### config.mk
export PLATFORM = sky130hd
export DESIGN_NAME = instr_sequencer
export DESIGN_NICKNAME = d
export VERILOG_FILES = /design/src/rtl/instr_sequencer.sv
export SDC_FILE = /design/constraint.sdc
export NUM_CORES = 1
export LEC_CHECK = 0
export BUFFER_PORTS_ARGS = -buffer_cell sky130_fd_sc_hd__buf_2
export CAP_MARGIN = 20
export CORE_UTILIZATION = 40
export DETAILED_ROUTE_END_ITERATION = 8
export GPL_TIMING_DRIVEN = 0
export PLACE_DENSITY = 0.69
export SYNTH_ARGS = -nofsm -noshare
export SYNTH_HDL_FRONTEND = slang
export SYNTH_SLANG_ARGS = --single-unit
### constraint.sdc
create_clock -name clk -period 4.3 [get_ports clk]
set_input_delay 0 -clock clk [delete_from_list [all_inputs] [get_ports clk]]
set_output_delay 0 -clock clk [all_outputs]
set_load 0.1 [all_outputs]
### src/rtl/instr_sequencer.sv
// ---------------------------------------------------------------------------
// instr_sequencer
//   Multi-cycle control sequencer for a small 8-bit accumulator machine.
//   It fetches an opcode byte (and an operand byte for two-byte ops),
//   then drives PC, MAR, memory and accumulator controls one state at a time.
//   Every memory wait state is bounded by WAIT_MAX cycles; an expired wait
//   raises a sticky bus_error and parks the sequencer in HALT.
//
// Ports
//   clk        in   system clock, rising edge
//   reset_p    in   synchronous active-high reset
//   start      in   leave IDLE and begin fetching
//   mem_rdata  in   [7:0] memory read data
//   mem_ready  in   memory access complete (honoured only in wait states)
//   zero_flag  in   accumulator-zero flag, used by JZ
//   pc_inc / load_pc / pc_rd_en           out  program counter controls
//   jmp_addr   out  [7:0] PC load value (latched operand)
//   mar_load / addr_sel                   out  MAR load, source 0=PC 1=operand
//   mem_rd_en / mem_wr_en                 out  memory strobes
//   acc_load / alu_sub / acc_rd_en / out_load  out  datapath controls
//   opcode     out  [3:0] latched opcode nibble
//   halted / bus_error / illegal_op       out  status
// ---------------------------------------------------------------------------
module instr_sequencer #(
    parameter int WAIT_MAX = 15
) (
    input  logic       clk,
    input  logic       reset_p,
    input  logic       start,
    input  logic [7:0] mem_rdata,
    input  logic       mem_ready,
    input  logic       zero_flag,
    output logic       pc_inc,
    output logic       load_pc,
    output logic       pc_rd_en,
    output logic [7:0] jmp_addr,
    output logic       mar_load,
    output logic       addr_sel,
    output logic       mem_rd_en,
    output logic       mem_wr_en,
    output logic       acc_load,
    output logic       alu_sub,
    output logic       acc_rd_en,
    output logic       out_load,
    output logic [3:0] opcode,
    output logic       halted,
    output logic       bus_error,
    output logic       illegal_op
);

    // Wait counter only needs to reach WAIT_MAX-1: the cycle it sits there
    // without mem_ready is the last permitted wait cycle.
    localparam int CW = (WAIT_MAX > 1) ? $clog2(WAIT_MAX) : 1;
    localparam logic [CW-1:0] WAIT_LAST = CW'(WAIT_MAX - 1);

    localparam logic [3:0] S_IDLE   = 4'd0;
    localparam logic [3:0] S_F_ADDR = 4'd1;
    localparam logic [3:0] S_F_WAIT = 4'd2;
    localparam logic [3:0] S_DECODE = 4'd3;
    localparam logic [3:0] S_O_ADDR = 4'd4;
    localparam logic [3:0] S_O_WAIT = 4'd5;
    localparam logic [3:0] S_EXEC   = 4'd6;
    localparam logic [3:0] S_E_ADDR = 4'd7;
    localparam logic [3:0] S_E_WAIT = 4'd8;
    localparam logic [3:0] S_WB     = 4'd9;
    localparam logic [3:0] S_HALT   = 4'd10;

    localparam logic [3:0] OP_NOP = 4'h0;
    localparam logic [3:0] OP_LDA = 4'h1;
    localparam logic [3:0] OP_ADD = 4'h2;
    localparam logic [3:0] OP_SUB = 4'h3;
    localparam logic [3:0] OP_STA = 4'h4;
    localparam logic [3:0] OP_JMP = 4'h5;
    localparam logic [3:0] OP_JZ  = 4'h6;
    localparam logic [3:0] OP_OUT = 4'h7;
    localparam logic [3:0] OP_HLT = 4'hF;

    logic [3:0]    state_q, state_d;
    logic [3:0]    opcode_q, opcode_d;
    logic [7:0]    operand_q, operand_d;
    logic [CW-1:0] wait_cnt_q, wait_cnt_d;
    logic          bus_error_q, bus_error_d;

    // Next-state, latch updates and per-state control strobes.
    always_comb begin
        state_d     = state_q;
        opcode_d    = opcode_q;
        operand_d   = operand_q;
        wait_cnt_d  = {CW{1'b0}};      // any state change out of a wait clears it
        bus_error_d = bus_error_q;
        pc_inc      = 1'b0;
        load_pc     = 1'b0;
        pc_rd_en    = 1'b0;
        mar_load    = 1'b0;
        addr_sel    = 1'b0;
        mem_rd_en   = 1'b0;
        mem_wr_en   = 1'b0;
        acc_load    = 1'b0;
        alu_sub     = 1'b0;
        acc_rd_en   = 1'b0;
        out_load    = 1'b0;
        illegal_op  = 1'b0;

        case (state_q)
            S_IDLE: begin
                if (start) begin
                    state_d = S_F_ADDR;
                end else begin
                    state_d = S_IDLE;
                end
            end
            S_F_ADDR, S_O_ADDR: begin
                pc_rd_en = 1'b1;
                mar_load = 1'b1;
                state_d  = (state_q == S_F_ADDR) ? S_F_WAIT : S_O_WAIT;
            end
            S_F_WAIT, S_O_WAIT: begin
                mem_rd_en = 1'b1;
                if (mem_ready) begin
                    pc_inc = 1'b1;
                    if (state_q == S_F_WAIT) begin
                        opcode_d = mem_rdata[7:4];
                        state_d  = S_DECODE;
                    end else begin
                        operand_d = mem_rdata;
                        state_d   = ((opcode_q == OP_JMP) || (opcode_q == OP_JZ)) ? S_EXEC : S_E_ADDR;
                    end
                end else if (wait_cnt_q == WAIT_LAST) begin
                    bus_error_d = 1'b1;
                    state_d     = S_HALT;
                end else begin
                    wait_cnt_d = wait_cnt_q + {{(CW-1){1'b0}}, 1'b1};
                end
            end
            S_DECODE: begin
                case (opcode_q)
                    OP_LDA, OP_ADD, OP_SUB, OP_STA, OP_JMP, OP_JZ: state_d = S_O_ADDR;
                    OP_OUT: state_d = S_EXEC;
                    OP_HLT: state_d = S_HALT;
                    OP_NOP: state_d = S_F_ADDR;
                    default: begin
                        // Undefined opcodes flag once and then behave as NOP.
                        illegal_op = 1'b1;
                        state_d    = S_F_ADDR;
                    end
                endcase
            end
            S_EXEC: begin
                case (opcode_q)
                    OP_JMP: load_pc = 1'b1;
                    OP_JZ:  load_pc = zero_flag;
                    OP_OUT: begin
                        acc_rd_en = 1'b1;
                        out_load  = 1'b1;
                    end
                    default: load_pc = 1'b0;
                endcase
                state_d = S_F_ADDR;
            end
            S_E_ADDR: begin
                mar_load = 1'b1;
                addr_sel = 1'b1;
                state_d  = S_E_WAIT;
            end
            S_E_WAIT: begin
                if (opcode_q == OP_STA) begin
                    mem_wr_en = 1'b1;
                    acc_rd_en = 1'b1;
                end else begin
                    mem_rd_en = 1'b1;
                end
                if (mem_ready) begin
                    state_d = (opcode_q == OP_STA) ? S_F_ADDR : S_WB;
                end else if (wait_cnt_q == WAIT_LAST) begin
                    bus_error_d = 1'b1;
                    state_d     = S_HALT;
                end else begin
                    wait_cnt_d = wait_cnt_q + {{(CW-1){1'b0}}, 1'b1};
                end
            end
            S_WB: begin
                // LDA leaves alu_sub low; the datapath loads memory data directly.
                acc_load = 1'b1;
                alu_sub  = (opcode_q == OP_SUB);
                state_d  = S_F_ADDR;
            end
            S_HALT: begin
                state_d = S_HALT;
            end
            default: begin
                state_d = S_IDLE;
            end
        endcase
    end

    // State and latch registers with synchronous reset.
    always_ff @(posedge clk) begin
        if (reset_p) begin
            state_q     <= S_IDLE;
            opcode_q    <= 4'h0;
            operand_q   <= 8'h00;
            wait_cnt_q  <= {CW{1'b0}};
            bus_error_q <= 1'b0;
        end else begin
            state_q     <= state_d;
            opcode_q    <= opcode_d;
            operand_q   <= operand_d;
            wait_cnt_q  <= wait_cnt_d;
            bus_error_q <= bus_error_d;
        end
    end

    assign opcode    = opcode_q;
    assign jmp_addr  = operand_q;
    assign halted    = (state_q == S_HALT);
    assign bus_error = bus_error_q;

endmodule
==> impl_metrics.yaml, run 1 <==
sta:
  finalSetupViolCount: 0
  setup_slack_ns: 2.14
  tns_ns: 0
  finalMaxSlewViolations: 0
  fin_crit_sh_pct: 50.3
  relSlewSlack_pct: 66.8
  final_hold_viol_count: 0
  rsz0062_at_grt: "no"
  fmax_ghz: 0.463
  tightest_slew_ns: 0.501
  fin_crit_ns: 2.16
  holdWs_ns: 0.220
  skew_ns: 0.00152
yosys:
  synth_fp_nets: 169
  synth-edff-count: 0
  synthArstFlopShare_pct: 0
  synthFlopType: "dfxtp_1"
  synth-seq-cells: 21
  yosysWarnings: 0
  ys_types: 46
  synth.avg_cell_area_um2: 8.16
  syn-cell-area_um2: 1260
  syn_inst: 154
  yosysSeqAreaShare_pct: 33.5
worst_setup_path:
  worstPathRequired_ns: 4.30
  critPathMaxFanout: 9
  worstPathArrival_ns: 2.16
  start_kind: "flip-flop"
  end_kind: "output port"
  rrSetupSlack_ns: 2.18
  critical_path.startpoint: "state_q[3]"
  critPathKind: "reg2out"
  r2r-end: "jmp_addr[4]"
  reg2regPathDepth: 7
  r2r_start: "state_q[3]"
floorplanning:
  dieArea_um2: 3370
  rows: 19
  dieHeight_um: 58.0
  start_util_pct: 43.7
  die_w_um: 58.0
  io_pins: 39
  core-area_um2: 2880
worst_hold_path:
  hold_end: "state_q[1]"
  hold_path_class: "in2reg"
  whs_path_depth: 4
  hp-start: "mem_ready"
clock_tree:
  clockBufferDepth: 2
  tritoncts: "yes"
  cts.htree.levels: 1
  clk_latency_ns: 0.29
  post_cts_buffers: 0
  clk_pin_slew_ns: 0.11
  root_buffer: "clkbuf_4"
  cts_made_buffers: 3
  clock-sinks: 21
finish:
  multiInputGateArea_um2: 727
  finalNetCount: 222
  fillCellCount: 286
  diodes: 0
  area_growth_pct: 30.8
  layout_commonest_cell: "buf_2"
  drive_gt1_share_pct: 30.6
  register_area_um2: 420
  final_area_um2: 1640
  layout_common_cells: "buf_2 (43), nor2_1 (29), dfxtp_1 (21)"
grt:
  grt_pass1_wl_um: 5500
  grt_max_degree: 12
  grt_overflow_total: 0
  antenna_found_initial: 0
  grt_pass1_vias: 1205
  grtUsageTotal_pct: 20.8
placement:
  post-place-ws_ns: 2.50
  io_buffers: 37
  post_dp_cell_area_um2: 1510
  hpwl_um: 2250
  gp_congestion: 0.830
detailed_routing:
  drc_errors: 3
  vias_per_cell: 5.14
  num_vias: 1275
  dr.pass1.iters: 6
  drt_iter0_drc: 69
  antenna_left: 0
  wirelength_um: 3250
  wire_per_inst_um: 13.1
power_and_ir_drop:
  powerDensity_nw_per_um2: 458
  design_power_total_uw: 753
  max-vdd-ir-drop_uv: 210
  cellLeakagePower_uw: 0.000805
status:
  status: "complete, but fails checks"
  failed_checks: "DRC"
run:
  drv_cap: 0
kinds of logic (layout without fill, tap and decap cells):
logic type	Yosys count	after routing	share of synthesized area (%)
xor+xnor	5	5	3.49
simple gates	68	68	28.2
flops	21	21	33.5
fa+ha+maj	2	2	1.99
compound gates	25	25	12.7
mux	13	13	10.5
buf+inv	20	72	9.66
power breakdown:
part | internal, uW | total, uW | switching (uW)
registers | 212 | 225 | 12.6
logic | 127 | 437 | 310
clock network | 36.1 | 91.2 | 55.2
total | 375 | 753 | 378
routing by layer:
layer	global-route usage, %	up-vias	share of wire, %
met1	27.4	597	45
met5	0	-	0
met3	1.56	4	3.7
met4	7.48	0	1.4
met2	35.5	35	50
li1	-	639	-
critical path, stage by stage (launching register included):
cell and delay (ns):
dfxtp_1 0.31, clkbuf_2 0.17, nand2b_1 0.27, or3_1 0.38
a211oi_1 0.27, buf_2 0.47
timing repair:
action                    4_1_cts  5_1_grt
hold endpoints to repair       14        0
hold buffers                   11        0
gates resized for setup         0        0
per-stage QoR:
| stage | instances | utilization, % |
|---|---|---|
| after floorplan | 154 | - |
| after global placement | 233 | 52.4 |
| after detailed placement | 233 | 52.4 |
| after CTS | 248 | 57.1 |
| after global routing | 248 | 57.1 |
| final | 248 | 57.1 |
registers in the layout (all words and copies together) (netlist names):
register,flops
bus_error,1
jmp_addr,8
opcode,4
state_q,4
wait_cnt_q,4
layout make-up:
cell class	instances	share of cell area, %
timing repair buffer	48	18.0
multi-input combinational	113	44.2
inverter	4	0.914
tap	42	3.20
sequential	21	25.6
buffer	16	6.47
clock buffer	4	1.60
synthesized netlist by cell type (3+ instances only):
master | number | area (um^2)
xnor2_1 | 3 | 26.3
dfxtp_1 | 21 | 420
nor3_1 | 6 | 30.0
a21oi_1 | 8 | 40.0
buf_6 | 3 | 33.8
or3_1 | 4 | 25.0
nor2_1 | 29 | 109
buf_2 | 6 | 30.0
o21ai_0 | 4 | 20.0
nor4_1 | 3 | 18.8
buf_4 | 4 | 30.0
mux2i_1 | 12 | 120
nand2_1 | 8 | 30.0
worst max-delay path by stage:
stage	to	slack [ns]
finish	acc_rd_en	2.14
global route	illegal_op	2.05
CTS	acc_rd_en	2.15
detailed placement	acc_rd_en	2.50
global placement	acc_rd_en	2.53
floorplan	out_load	0.05
Power figures use the tool's default switching activity.
==> run 2: changes to the inputs <==
- PLACE_DENSITY: 0.69 -> 0.71
- clock period: 4.3 -> 1.9 ns (I/O delays scaled with it)
==> run 2 against run 1 <==
  * The run still ends with DRC left
  * Flip-flop and latch count is the same
  * Total power grew to 2.5 times the previous value
  * Critical endpoint unchanged
  * First-iteration DRC count shrank 36%
==> impl_metrics.yaml, run 2 (synthesis gave the netlist of run 1 again) <==
sta:
  relSlewSlack_pct: 67.3
  setup_slack_ns: 0.0681
  finalSetupViolCount: 0
  finalMaxSlewViolations: 0
  tightest_slew_ns: 0.494
  fin_crit_ns: 1.83
  rsz0062_at_grt: "no"
  skew_ns: 0.00130
  fmax_ghz: 0.546
  holdWs_ns: 0.212
  final_hold_viol_count: 0
  fin_crit_sh_pct: 96.4
worst_hold_path:
  hold_path_class: "in2reg"
floorplanning:
  core-area_um2: 2880
  dieHeight_um: 58.0
  io_pins: 39
  rows: 19
  die_w_um: 58.0
  dieArea_um2: 3370
  start_util_pct: 43.7
detailed_routing:
  dr_wl_met3_um: 118
  drc_errors: 5
  wirelength_met1_um: 1360
  routed-wl-met2_um: 1660
  wirelength_um: 3150
  num_vias: 1237
  highest_layer: "met4"
  vias_per_cell: 5.01
  wire_per_inst_um: 12.8
  dr.pass1.iters: 6
  drt_iter0_drc: 44
  antenna_left: 0
status:
  failed_checks: "DRC"
  status: "complete, but fails checks"
finish:
  register_area_um2: 439
  final_area_um2: 1890
  layout_commonest_cell: "buf_2"
  diodes: 0
  fillCellCount: 245
  largest_reg_flops: 8
  area_growth_pct: 50.2
  multiInputGateArea_um2: 892
  layout_common_cells: "buf_2 (37), nor2_1 (25), dfxtp_1 (14)"
  final_core_util_pct: 65.6
  drive_gt1_share_pct: 44.4
  finalNetCount: 221
worst_setup_path:
  critPathMaxFanout: 10
  critPathKind: "reg2out"
  end_kind: "output port"
  start_kind: "flip-flop"
  worstPathRequired_ns: 1.90
  worstPathArrival_ns: 1.83
grt:
  grt_max_degree: 12
  grt_pass1_vias: 1144
  grt_overflow_total: 0
  grtUsageTotal_pct: 19.5
  antenna_found_initial: 0
  grt_pass1_wl_um: 5120
placement:
  post_dp_cell_area_um2: 1710
  io_buffers: 37
  hpwl_um: 2350
  gp_congestion: 0.892
  post-place-ws_ns: -0.0395
power_and_ir_drop:
  cellLeakagePower_uw: 0.000870
  max-vdd-ir-drop_uv: 581
  design_power_total_uw: 1900
  powerDensity_nw_per_um2: 1010
clock_tree:
  root_buffer: "clkbuf_4"
  clk_pin_slew_ns: 0.10
  clock-sinks: 21
  cts_made_buffers: 3
  clk_latency_ns: 0.29
  clockBufferDepth: 2
  tritoncts: "yes"
  cts.htree.levels: 1
run:
  drv_cap: 0
run 2: what timing repair did:
action / CTS / global route
pin swaps: 2 / 1
resized for setup: 13 / 6
hold buffers: 9 / 0
setup buffers: 0 / 3
endpoints found under the setup margin: 6 / 4
cloned: 0 / 0
hold endpoints to repair: 14 / 0
run 2: path summary, 6_finish.rpt:
check                 from             to  slack, ns  cells after the start
min              mem_ready     state_q[1]       0.21                      4
min reg2reg  wait_cnt_q[0]  wait_cnt_q[0]       0.48                      1
max              opcode[1]      acc_rd_en       0.07                      4
max reg2reg     state_q[3]    jmp_addr[6]       0.23                      6
run 2: cell type report:
type / count / area share, %
buffer: 14 / 6.83
clock buffer: 4 / 1.39
multi-input combinational: 113 / 47.3
sequential: 21 / 23.3
tap: 42 / 2.79
timing repair buffer: 49 / 17.5
inverter: 4 / 0.928
run 2: per-layer routing:
| layer | up-vias | global-route usage, % |
|---|---|---|
| li1 | 643 | - |
| met1 | 556 | 23.7 |
| met2 | 36 | 35.6 |
| met3 | 2 | 1.56 |
| met4 | 0 | 7.14 |
| met5 | - | 0 |
run 2: through the flow:
step / TNS [ns] / std cells
after global routing: 0 / 247
after floorplan: -0.760 / 154
after detailed placement: -0.0395 / 233
after global placement: 0 / 233
after CTS: 0 / 246
final: 0 / 247
run 2: report_power, final:
part	switching [uW]	internal (uW)	leakage [uW]
combinational	783	388	0.000681
clock	119	81.5	0.0000150
sequential	45.3	488	0.000174
total	947	957	0.000870
run 2: critical path: stages, from the launching register on:
cell      delay, ns
dfxtp_4        0.36
buf_6          0.13
or4_4          0.55
a211oi_4       0.28
buf_12         0.21
==> run 3: changes to the inputs <==
- REMOVE_ABC_BUFFERS: not set -> 1
==> run 3 against run 2 <==
  * The run still ends with DRC left
  * Non-clock buffer count shrank 14
  * Sequential power grew 16%
  * Clock power grew 5%
  * Core utilization shrank 11 points
  * Global-route usage shrank 1.4 points
  * Count of clock-buffer cells in the layout is the same
  * Critical path type unchanged
  * Setup slack lost 0.041 ns
  * Highest routed layer unchanged
  * Fmax shrank 2.2%
==> impl_metrics.yaml, run 3 (synthesis gave the netlist of run 1 again) <==
sta:
  setup_slack_ns: 0.0267
  tns_ns: 0
  tightest_slew_ns: 0.490
  holdWs_ns: 0.0471
  finalSetupViolCount: 0
  relSlewSlack_pct: 67.6
  finalMaxSlewViolations: 0
  fin_crit_sh_pct: 98.6
  fin_crit_ns: 1.87
  final_hold_viol_count: 0
  fmax_ghz: 0.534
  skew_ns: 0.00205
worst_setup_path:
  end_kind: "output port"
  worstPathArrival_ns: 1.87
  r2r_start: "wait_cnt_q[0]"
  critical_path.startpoint: "state_q[3]"
  critPathMaxFanout: 18
  worstPathRequired_ns: 1.90
  critPathKind: "reg2out"
  start_kind: "flip-flop"
  rrSetupSlack_ns: 0.32
placement:
  post_dp_cell_area_um2: 1390
  io_buffers: 38
  gp_congestion: 0.822
  hpwl_um: 2050
  post-place-ws_ns: -0.0830
finish:
  layout_common_cells: "buf_2 (33), nor2_1 (29), dfxtp_1 (13)"
  final_area_um2: 1580
  layout_commonest_cell: "buf_2"
  fillCellCount: 274
  drive_gt1_share_pct: 32.5
  largest_reg_flops: 8
  diodes: 0
  area_growth_pct: 25.7
  finalNetCount: 207
grt:
  grtUsageTotal_pct: 18.1
  grt_pass1_vias: 1040
  antenna_found_initial: 0
  grt_max_degree: 19
  grt_pass1_wl_um: 4760
  grt_overflow_total: 0
clock_tree:
  clk_pin_slew_ns: 0.11
  clock-sinks: 21
  tritoncts: "yes"
  cts.htree.levels: 1
  root_buffer: "clkbuf_4"
  clk_latency_ns: 0.30
  cts_made_buffers: 3
  clockBufferDepth: 2
detailed_routing:
  wirelength_um: 2970
  wire_per_inst_um: 12.7
  drt_iter0_drc: 22
  num_vias: 1227
  vias_per_cell: 5.27
  antenna_left: 0
  drc_errors: 3
  dr.pass1.iters: 8
floorplanning:
  die_w_um: 58.0
  dieArea_um2: 3370
  start_util_pct: 43.7
  core-area_um2: 2880
  rows: 19
  io_pins: 39
  dieHeight_um: 58.0
power_and_ir_drop:
  design_power_total_uw: 1640
  max-vdd-ir-drop_uv: 502
  cellLeakagePower_uw: 0.000742
  powerDensity_nw_per_um2: 1040
worst_hold_path:
  hp-start: "reset_p"
  hold_path_class: "in2reg"
run:
  drv_cap: 0
status:
  failed_checks: "DRC"
  status: "complete, but fails checks"
run 3: critical path, stage by stage (launching register included):
cell      delay, ns
dfxtp_4        0.43
nand2b_2       0.23
or3_1          0.37
a211oi_2       0.25
clkbuf_8       0.28
run 3: final timing paths:
kind | end | cells after the start
max | acc_rd_en | 4
min | opcode[0] | 2
max reg2reg | state_q[1] | 6
min reg2reg | wait_cnt_q[0] | 1
run 3: report_power, final:
group | switching, uW | total, uW | internal (uW)
clock | 129 | 211 | 81.9
combinational | 575 | 813 | 239
sequential | 125 | 620 | 495
run 3: stage by stage:
| stage | cells | utilization [%] |
|---|---|---|
| floorplan | 138 | - |
| global placement | 218 | 48.4 |
| detailed placement | 218 | 48.4 |
| CTS | 230 | 52.9 |
| global route | 233 | 54.9 |
| finish | 233 | 54.9 |
run 3: layout make-up:
| cell class | instances | area, um^2 | area share [%] |
|---|---|---|---|
| clock buffer | 4 | 26.3 | 1.66 |
| inverter | 4 | 15.0 | 0.951 |
| multi-input combinational | 113 | 729 | 46.2 |
| sequential | 21 | 440 | 27.9 |
| tap | 42 | 52.6 | 3.33 |
| timing repair buffer | 49 | 315 | 20.0 |
run 3: timing repair:
item	4_1_cts	5_1_grt
resized for setup	10	13
hold buffers	8	0
setup endpoints to repair	8	6
endpoints found under the hold margin	12	0
cloned	0	0
buffers inserted	0	3
run 3: layer usage:
metal	vias to the layer above	global-route usage, %	part of all wire, %
met5	-	0	0
met4	0	8.84	1.5
met3	6	1.56	4.5
met2	42	28.2	48
met1	566	25.0	46
li1	613	-	-
